$ cat config.mk
export PLATFORM = sky130hd
export DESIGN_NAME = note_synth
export DESIGN_NICKNAME = d
export VERILOG_FILES = /design/src/rtl/snd_pkg.sv /design/src/rtl/note_env.sv /design/src/rtl/note_synth.sv
export SDC_FILE = /design/constraint.sdc
export NUM_CORES = 1
export LEC_CHECK = 0
export ABC_AREA = 1
export ABC_CLOCK_PERIOD_IN_PS = 1750
export CAP_MARGIN = 20
export CORE_MARGIN = 10
export CORE_UTILIZATION = 53
export CTS_CLUSTER_DIAMETER = 100
export DETAILED_ROUTE_END_ITERATION = 8
export MAX_ROUTING_LAYER = met4
export PLACE_DENSITY = 0.72
export SYNTH_ARGS = -nofsm -noshare
export SYNTH_HDL_FRONTEND = slang
export SYNTH_SLANG_ARGS = --single-unit
export TNS_END_PERCENT = 20
$ cat constraint.sdc
create_clock -name clk -period 1.75 [get_ports clk]
set_clock_uncertainty 0.05 [all_clocks]
set_input_delay 0.35 -clock clk [delete_from_list [all_inputs] [get_ports clk]]
set_output_delay 0.35 -clock clk [all_outputs]
set_load 0.005 [all_outputs]
$ cat src/rtl/snd_pkg.sv
// Shared types, note table and half-period helper for the note synthesizer.
package snd_pkg;

  typedef enum logic [1:0] {
    ST_SILENT = 2'd0,
    ST_GAP    = 2'd1,
    ST_TONE   = 2'd2
  } state_e;

  localparam logic [3:0] NOTE_REST = 4'd0;

  // Tone frequencies in Hz; index 0 is note code 1 (C4), index 14 is note code 15 (C6).
  localparam logic [14:0][10:0] FREQ_HZ = {
    11'd1047, 11'd988, 11'd880, 11'd784, 11'd698, 11'd659, 11'd587, 11'd523,
    11'd494,  11'd440, 11'd392, 11'd349, 11'd330, 11'd294, 11'd262
  };

  // Clocks per half period of a note; the rest code has no period.
  function automatic int unsigned half_period(input logic [3:0] note, input int unsigned clk_hz);
    int unsigned f;
    int unsigned res;
    res = 0;
    if (note != NOTE_REST) begin
      f   = 32'(FREQ_HZ[note - 4'd1]);
      res = clk_hz / (2 * f);
    end
    return res;
  endfunction

endpackage

$ cat src/rtl/note_env.sv
// Volume envelope: a level that decays in steps down to a floor, plus the
// 3-bit PWM counter that gates the square wave against that level.
module note_env
  import snd_pkg::*;
#(
  parameter int unsigned DECAY_CYCLES = 5_000_000,
  parameter int unsigned MIN_LEVEL    = 2
) (
  input  logic clk,
  input  logic rst_n,
  input  logic start,
  input  logic run,
  output logic gate
);

  localparam int unsigned      DW         = (DECAY_CYCLES > 1) ? $clog2(DECAY_CYCLES) : 1;
  localparam logic [DW-1:0]    DECAY_LAST = DW'(DECAY_CYCLES - 1);
  localparam logic [2:0]       FLOOR      = 3'(MIN_LEVEL);

  logic [2:0]    level_q, level_d;
  logic [2:0]    pwm_q, pwm_d;
  logic [DW-1:0] decay_q, decay_d;

  // start re-arms a fresh note at full level; run advances PWM and decay while the tone plays.
  always_comb begin
    level_d = level_q;
    pwm_d   = pwm_q;
    decay_d = decay_q;
    if (start) begin
      level_d = 3'd7;
      pwm_d   = 3'd0;
      decay_d = '0;
    end else if (run) begin
      pwm_d = pwm_q + 3'd1;
      if (decay_q == DECAY_LAST) begin
        decay_d = '0;
        if (level_q > FLOOR) level_d = level_q - 3'd1;
      end else begin
        decay_d = decay_q + DW'(1);
      end
    end
  end

  // Envelope state registers.
  always_ff @(posedge clk or negedge rst_n) begin
    if (!rst_n) begin
      level_q <= 3'd0;
      pwm_q   <= 3'd0;
      decay_q <= '0;
    end else begin
      level_q <= level_d;
      pwm_q   <= pwm_d;
      decay_q <= decay_d;
    end
  end

  // Duty cycle is level/8; level 0 keeps the gate shut.
  assign gate = (pwm_q < level_q);

endmodule

$ cat src/rtl/note_synth.sv
// Note-code synthesizer: articulation gap, square-wave tone generator with
// decaying PWM envelope, and registered mute on the buzzer output.
module note_synth
  import snd_pkg::*;
#(
  parameter int unsigned CLK_HZ       = 50_000_000,
  parameter int unsigned GAP_CYCLES   = 2_500_000,
  parameter int unsigned DECAY_CYCLES = 5_000_000,
  parameter int unsigned MIN_LEVEL    = 2
) (
  input  logic       clk,
  input  logic       rst_n,
  input  logic [3:0] note,
  input  logic       mute,
  output logic       wave,
  output logic       playing
);

  // C4 has the longest half period, so it sets the counter width.
  localparam int unsigned   HW       = $clog2(half_period(4'd1, CLK_HZ) + 1);
  localparam int unsigned   GW       = (GAP_CYCLES > 1) ? $clog2(GAP_CYCLES) : 1;
  localparam logic [GW-1:0] GAP_LOAD = GW'(GAP_CYCLES - 1);

  // Reload values (HALF-1) per note code, all elaboration-time constants.
  logic [15:0][HW-1:0] half_tbl;
  for (genvar g = 0; g < 16; g++) begin : g_half
    if (g == 0) begin : g_rest
      assign half_tbl[g] = '0;
    end else begin : g_note
      assign half_tbl[g] = HW'(half_period(4'(g), CLK_HZ) - 32'd1);
    end
  end

  state_e        state_q, state_d;
  logic [3:0]    note_q, note_d;
  logic [GW-1:0] gap_q, gap_d;
  logic [HW-1:0] half_q, half_d;
  logic          phase_q, phase_d;
  logic          wave_q, playing_q;
  logic          env_start, env_run, env_gate;

  // Sequencing: a note change always wins over gap expiry, so the gap restarts.
  always_comb begin
    state_d   = state_q;
    note_d    = note_q;
    gap_d     = gap_q;
    half_d    = half_q;
    phase_d   = phase_q;
    env_start = 1'b0;
    case (state_q)
      ST_SILENT: begin
        if (note != NOTE_REST) begin
          note_d  = note;
          gap_d   = GAP_LOAD;
          state_d = ST_GAP;
        end
      end
      ST_GAP: begin
        if (note == NOTE_REST) begin
          state_d = ST_SILENT;
        end else if (note != note_q) begin
          note_d = note;
          gap_d  = GAP_LOAD;
        end else if (gap_q == '0) begin
          state_d   = ST_TONE;
          half_d    = half_tbl[note_q];
          phase_d   = 1'b1;
          env_start = 1'b1;
        end else begin
          gap_d = gap_q - GW'(1);
        end
      end
      ST_TONE: begin
        if (half_q == '0) begin
          half_d  = half_tbl[note_q];
          phase_d = ~phase_q;
        end else begin
          half_d = half_q - HW'(1);
        end
        if (note == NOTE_REST) begin
          state_d = ST_SILENT;
        end else if (note != note_q) begin
          note_d  = note;
          gap_d   = GAP_LOAD;
          state_d = ST_GAP;
        end
      end
      default: state_d = ST_SILENT;
    endcase
  end

  assign env_run = (state_q == ST_TONE);

  note_env #(
    .DECAY_CYCLES(DECAY_CYCLES),
    .MIN_LEVEL   (MIN_LEVEL)
  ) u_env (
    .clk  (clk),
    .rst_n(rst_n),
    .start(env_start),
    .run  (env_run),
    .gate (env_gate)
  );

  // Sequencer and tone-generator state.
  always_ff @(posedge clk or negedge rst_n) begin
    if (!rst_n) begin
      state_q <= ST_SILENT;
      note_q  <= NOTE_REST;
      gap_q   <= '0;
      half_q  <= '0;
      phase_q <= 1'b0;
    end else begin
      state_q <= state_d;
      note_q  <= note_d;
      gap_q   <= gap_d;
      half_q  <= half_d;
      phase_q <= phase_d;
    end
  end

  // Output registers; mute only masks the pin, the tone keeps advancing underneath.
  always_ff @(posedge clk or negedge rst_n) begin
    if (!rst_n) begin
      wave_q    <= 1'b0;
      playing_q <= 1'b0;
    end else begin
      wave_q    <= (state_q == ST_TONE) & phase_q & env_gate & ~mute;
      playing_q <= (state_q == ST_TONE);
    end
  end

  assign wave    = wave_q;
  assign playing = playing_q;

endmodule
# Word-level counts from Yosys, hierarchy flattened

Memories as Yosys holds them, arrays and structs flattened.
Index checks and enable logic that the tools add are counted.
Widths: inputs -> output; s select.

Register bits: 77
ROM bits: 272
Input bits: 7
Output and inout port bits: 2
Logic and storage cells: 101
Memories: 1

Memory list:

| memory          | words | width | rd ports | clocked after memory_dff | write ports | RTL line         | text |
|---|---|---|---|---|---|---|---|
| (no name shown) | 16    | 17    | 1        | 0                        | 0           | note_synth.sv:75 | `half_d = half_tbl[note_q];` |

$add $sub $neg: 5
$lt $le $gt $ge: 3
Equality and inequality tests: 17
Multiplexer cells: 42
Bitwise gates (word level): 5
Reductions and logical operators: 18

Operators with widths:

| operator              | number |
|---|---|
| $mux 22               | 6 |
| $mux 17               | 5 |
| $mux 23               | 3 |
| $pmux 22 s3           | 1 |
| $pmux 17 s2           | 1 |
| $add 23x1->23 const B | 1 |
| $eq 23x23->1 const B  | 1 |
| $logic_not 22->1      | 1 |
| $sub 22x1->22 const B | 1 |
| $mux 3                | 6 |
| $logic_not 17->1      | 1 |
| $sub 17x1->17 const B | 1 |
| $mux 2                | 6 |
| $mux 4                | 3 |
| $ne 2x2->1 const B    | 6 |
| $reduce_and 4->1      | 3 |
| $reduce_bool 2->1     | 5 |
| $ne 3x3->1 const B    | 3 |
| $mux 1                | 8 |
| $pmux 4 s2            | 1 |
| $ne 2x1->1 const B    | 3 |
| $pmux 2 s3            | 1 |
| $reduce_and 6->1      | 1 |
| $lt 4x5->1 const B    | 1 |
| 18 further kinds      | 21 |

# Longest topological paths before layout

Word-level depth: 7
Mapped depth: 14
Mapped depth without buffers: 12

# Modules after synthesis

A second synthesis with hierarchy kept.

Cells, all modules: 911
Area total of the unflattened synthesis: 5957.0 µm²

Modules (own cells, without submodules):

| module     | instances | cells each | area each (µm²) | sequential area each (µm²) |
|---|---|---|---|---|
| note_synth | 1         | 638        | 4003.8          | 1201.2 |
| note_env   | 1         | 273        | 1953.1          | 725.7 |

# Least setup slack after synthesis

OpenSTA, ideal clock, no wires.

Path kind: register -> register
From: reg gap_q[0]
To: reg gap_q[8]
Setup time: 120 ps
Arrival: 1666 ps
Required time: 1580 ps
Setup slack: -86 ps
Stages on the path, launching flop included: 12
Buffers on the path: 2
Period minus slack after synthesis: 1836 ps
Path through: dfrtp_1 -> inv_1 -> ha_1 -> nand3_1 -> nor2_1 -> nand3_1 -> nor3_4 -> nor2_2 -> buf_6 -> buf_8 -> nand2_2 -> o21ai_2

Cells in the longest elaborated chain, start to end: 5
Elaborated cells between the ends (all ways): 8
Classes of those cells: 1 x add/sub; 1 x eq/ne; 4 x mux; 2 x reduce/logical

RTL lines:

| what                     | RTL line          | text |
|---|---|---|
| start: declaration       | note_synth.sv:36  | `logic [GW-1:0] gap_q, gap_d;` |
| start signal: assignment | note_synth.sv:116 | `gap_q <= gap_d;` |
| $sub 22x1->22            | note_synth.sv:70  | `gap_d = gap_q - GW'(1);` |
| $mux 22                  | note_synth.sv:64  | `end else if (gap_q == '0) begin` |
| $mux 22                  | note_synth.sv:61  | `end else if (note != note_q) begin` |
| $mux 22                  | note_synth.sv:59  | `if (note == NOTE_REST) begin` |
| $pmux 22 s3              | note_synth.sv:50  | `case (state_q)` |

Parallel ways exist; a longest one is shown, timed or not. The select of a mux whose other input is x is not followed.
A chain may end at the register's enable or synchronous reset.

# Final worst setup path

From: reg half_q[4]
To: reg half_q[9]

Cells in the longest elaborated chain, start to end: 3
Elaborated cells between the ends (all ways): 4
Classes of those cells: 1 x add/sub; 2 x mux; 1 x reduce/logical

RTL lines:

| what                                              | RTL line                           | text |
|---|---|---|
| start: declaration                                | note_synth.sv:37                   | `logic [HW-1:0] half_q, half_d;` |
| start signal: assignment                          | note_synth.sv:117                  | `half_q <= half_d;` |
| $sub 17x1->17 or $logic_not 17->1 (tied branches) | note_synth.sv:78, note_synth.sv:74 |  |
| $mux 17 (*)                                       | note_synth.sv:74                   | `if (half_q == '0) begin` |
| $pmux 17 s2 (*)                                   | note_synth.sv:50                   |  |

Mark *: on every way between the ends. The rest lies on a longest branch, timed or not.

==> run metrics <==
Clock Sinks between 70 and 80; GR Util All Layers 0.2172; Gate Count Post-Synth between 800 and 900; clock insertion delay at the later pin of the skew report about 370 ps; Mapped Avg Cell Area 6.665 um2; Post-Synth Adder-Cell Area 0.04741; YS warnings 0; Critical Path End Type flip-flop; drt drc 0; Final Cycle Share 1.085; LEAKAGE 3.662 nW; cell taking the most area after synthesis dfrtp_1; Power Total 0.006699 W; largest family of logic cells by synthesized area simple AND/OR/NAND/NOR gates; largest net degree at the start of global routing 49; vias in the first global route slightly above 6,000; Initial Util 0.5379; Cell Rows 38; setup violators final 64; Non-Filler Instances 1,143; grt total ovfl 0; initial antenna violation count 0; post-synth top area share 0.3319; area of placed instances 6890 um2; CTS clock-pin slew for the worst setup and hold paths about 90 ps; Max Fclk around 530 MHz; Net Count, Synth 900; Hold WC Path Type input port to async pin; die width 124.7 um; initial drt markers 574; RePlAce Congestion 0.9836; sequential share of the synthesized area 0.3319; layout cell share with drive strength beyond 1 0.2582; Hold Fails Final Rpt 0; Max Fanout on Critical Path 16; final WL 17.35 mm; status complete, but fails checks; Compound-Gate Fraction of Synth Area 0.1112; Core ar. around 11,000 um2; Netlist Area Pre-Place 5806 um2; num ports 9; Synth Area in Simple Gates 0.3823; crit start category flip-flop; Final #Nets 1,027; clock share of power 0.228; RSZ-0062 raised after global routing true; Crit path required time 1960 ps; first-pass GRT wire length 28.15 mm; Layout area overhead 31.90%; Area contributors post-synth dfrtp_1, nand2_1, nor2_1, nand3_1, inv_1; Max clock buf depth 2; failing checks negative setup slack; WS Path Type flip-flop to flip-flop; PwrDens 874.9 nW/um2; post-placement cell count 1,105; CTS buffer count 9; XOR/XNOR Fraction of Synth Area 0.04375; crit path DAT 2110 ps; relative slew slack 0.6310; Switch Pwr 0.002711 W; port bufs 8; Seq pwr share 0.303; multiplexer share of the synthesized area 0; Peak VDD IR 629.4 uV; H-tree levels 3; synthesis-stage register bit count just under 80; max-capacitance violation count 0; die area 15,540 um2; post-synthesis cell type count 34; clock root buffer clkbuf_8; Pre-antenna DRT Iters 7; Diodes inserted 0; switching share of total power 0.4046; Worst Tran Pin Value 551.0 ps; P_int 0.003989 W; final instance area around 7700 um2; post-layout minimum cycle time 1899 ps; CTS tree built; pins over their slew limit 0; Logic pwr share 0.469; DPL Wire Length about 12 mm; Die Ht 124.7 um; Routed WL per cell approximately 15 um; Final WS setup -149.0 ps; antenna-violating nets left 0; Via Count 6,296; DP Worst Slack -409.1 ps; Vias/cell 5.508
## sequential cells by signal (all words and copies together) (netlist names)
signal	flops
u_env.pwm_q	3
u_env.level_q	3
note_q	4
state_q	2
gap_q	22
half_q	17
wave	1
u_env.decay_q	23
phase_q	1
playing	1
## worst max-delay path: stages (launching register included)
cell and delay, ps:
dfrtp_1 430, nor2_1 160, nand2_1 130, nor2_1 180, nand3_1 140, nand2_2 120
buf_4 140, buf_12 130, o211ai_1 140, nand3_2 110, o21ai_1 60
## what timing repair did
item,in CTS,in global routing
setup buffers,8,7
gates resized for setup,39,66
hold endpoints to repair,11,0
hold buffers,1,0
cloned,3,3
setup endpoints to repair,67,76
pin swaps,9,21
## worst paths after layout
check / startpoint / end / slack, ps / depth (start not counted)
worst max-delay path: half_q[4]$_DFFE_PN0P_ / half_q[9]$_DFFE_PN0P_ / -150 / 10
worst min-delay path: rst_n / note_q[3]$_DFFE_PN0P_ / 320 / 2
worst max register to register: half_q[4]$_DFFE_PN0P_ / half_q[9]$_DFFE_PN0P_ / -150 / 10
worst min register to register: phase_q$_DFFE_PN0P_ / phase_q$_DFFE_PN0P_ / 450 / 2
max in group asynchronous: rst_n / state_q[1]$_DFFE_PN0P_ / 790 / 3
min in group clk: note[1] / note_q[1]$_DFFE_PN0P_ / 400 / 4
## cells by family (layout without fill, tap and decap cells)
group                    after synthesis  after routing
AO/OA/AOI/OAI                        113            113
adder cells (fa/ha/maj)               22             22
buffers and inverters                114            246
AND/OR/NAND/NOR                      516            516
XOR/XNOR                              29             29
flip-flops                            77             77
## power by group through the flow
stage | combinational [W] | clock, W | sequential, W
5_1_grt | 0.00346 | 0.00163 | 0.00205
6_report | 0.00314 | 0.00153 | 0.00203
2_1_floorplan | 0.00179 | 0 | 0.00206
3_3_place_gp | 0.00278 | 0 | 0.00205
4_1_cts | 0.00285 | 0.00155 | 0.00202
3_5_place_dp | 0.00282 | 0 | 0.00205
## placed cells by master (no fill, tap or decap), types with 8 or more instances in the layout
master,n
o21ai_0,42
nor2_1,100
ha_1,17
a21oi_1,11
buf_4,112
nand4_1,28
inv_2,13
nand2_2,22
clkbuf_8,9
xor2_1,21
o211ai_1,13
inv_1,73
nor2_4,8
o21ai_2,17
xnor2_1,8
nand3_1,66
nor3_1,18
dfrtp_1,75
o21ai_1,24
buf_12,9
nand2_1,230
nor2_2,23
## synthesized netlist by cell type
| master | n |
|---|---|
| a21oi_1 | 11 |
| o22ai_1 | 4 |
| nor3_1 | 18 |
| buf_6 | 1 |
| buf_4 | 3 |
| xnor2_1 | 8 |
| nor2_2 | 6 |
| nand3_1 | 71 |
| inv_2 | 7 |
| nand3b_1 | 3 |
| o21bai_1 | 1 |
| o21ai_2 | 10 |
| o21ai_1 | 18 |
| nand4_1 | 28 |
| clkbuf_1 | 6 |
| nand3_2 | 2 |
| and3_1 | 1 |
| o31ai_1 | 1 |
| nor2_1 | 124 |
| dfrtp_1 | 77 |
| or2_2 | 3 |
| o211ai_1 | 13 |
| nand2_2 | 10 |
| nand2_4 | 1 |
| ha_1 | 22 |
| o21ai_0 | 55 |
| buf_2 | 12 |
| buf_1 | 2 |
| xor2_1 | 21 |
| nor3_4 | 1 |
| nor2_4 | 1 |
| buf_8 | 2 |
| inv_1 | 81 |
| nand2_1 | 247 |
## layer usage
layer | share of wire | track usage
met4 | 0.028 | 0.08636
met5 | 0 | -
met3 | 0.054 | 0.03574
met2 | 0.50 | 0.3579
met1 | 0.42 | 0.2593
## final cells by class
cell class | count | area (um2)
Sequential cell | 77 | 1929
Clock buffer | 10 | 127.6
Timing Repair Buffer | 142 | 1339
Tap cell | 140 | 175.2
Multi-Input combinational cell | 680 | 3660
Inverter | 88 | 339.1
Fill cell | 825 | 3136
Clock inverter | 6 | 87.58
## per-stage QoR
stage	hold slack, ps	TNS (ps)	utilization
after detailed placement	167.1	-25690	0.6384
final	324.2	-4003	0.7095
after CTS	310.9	-1346	0.6793
after global placement	165.1	-22840	0.6384
after floorplan	4.409	-48.29	-
after global routing	320.9	-11240	0.7095
Power figures use the tool's default switching activity.
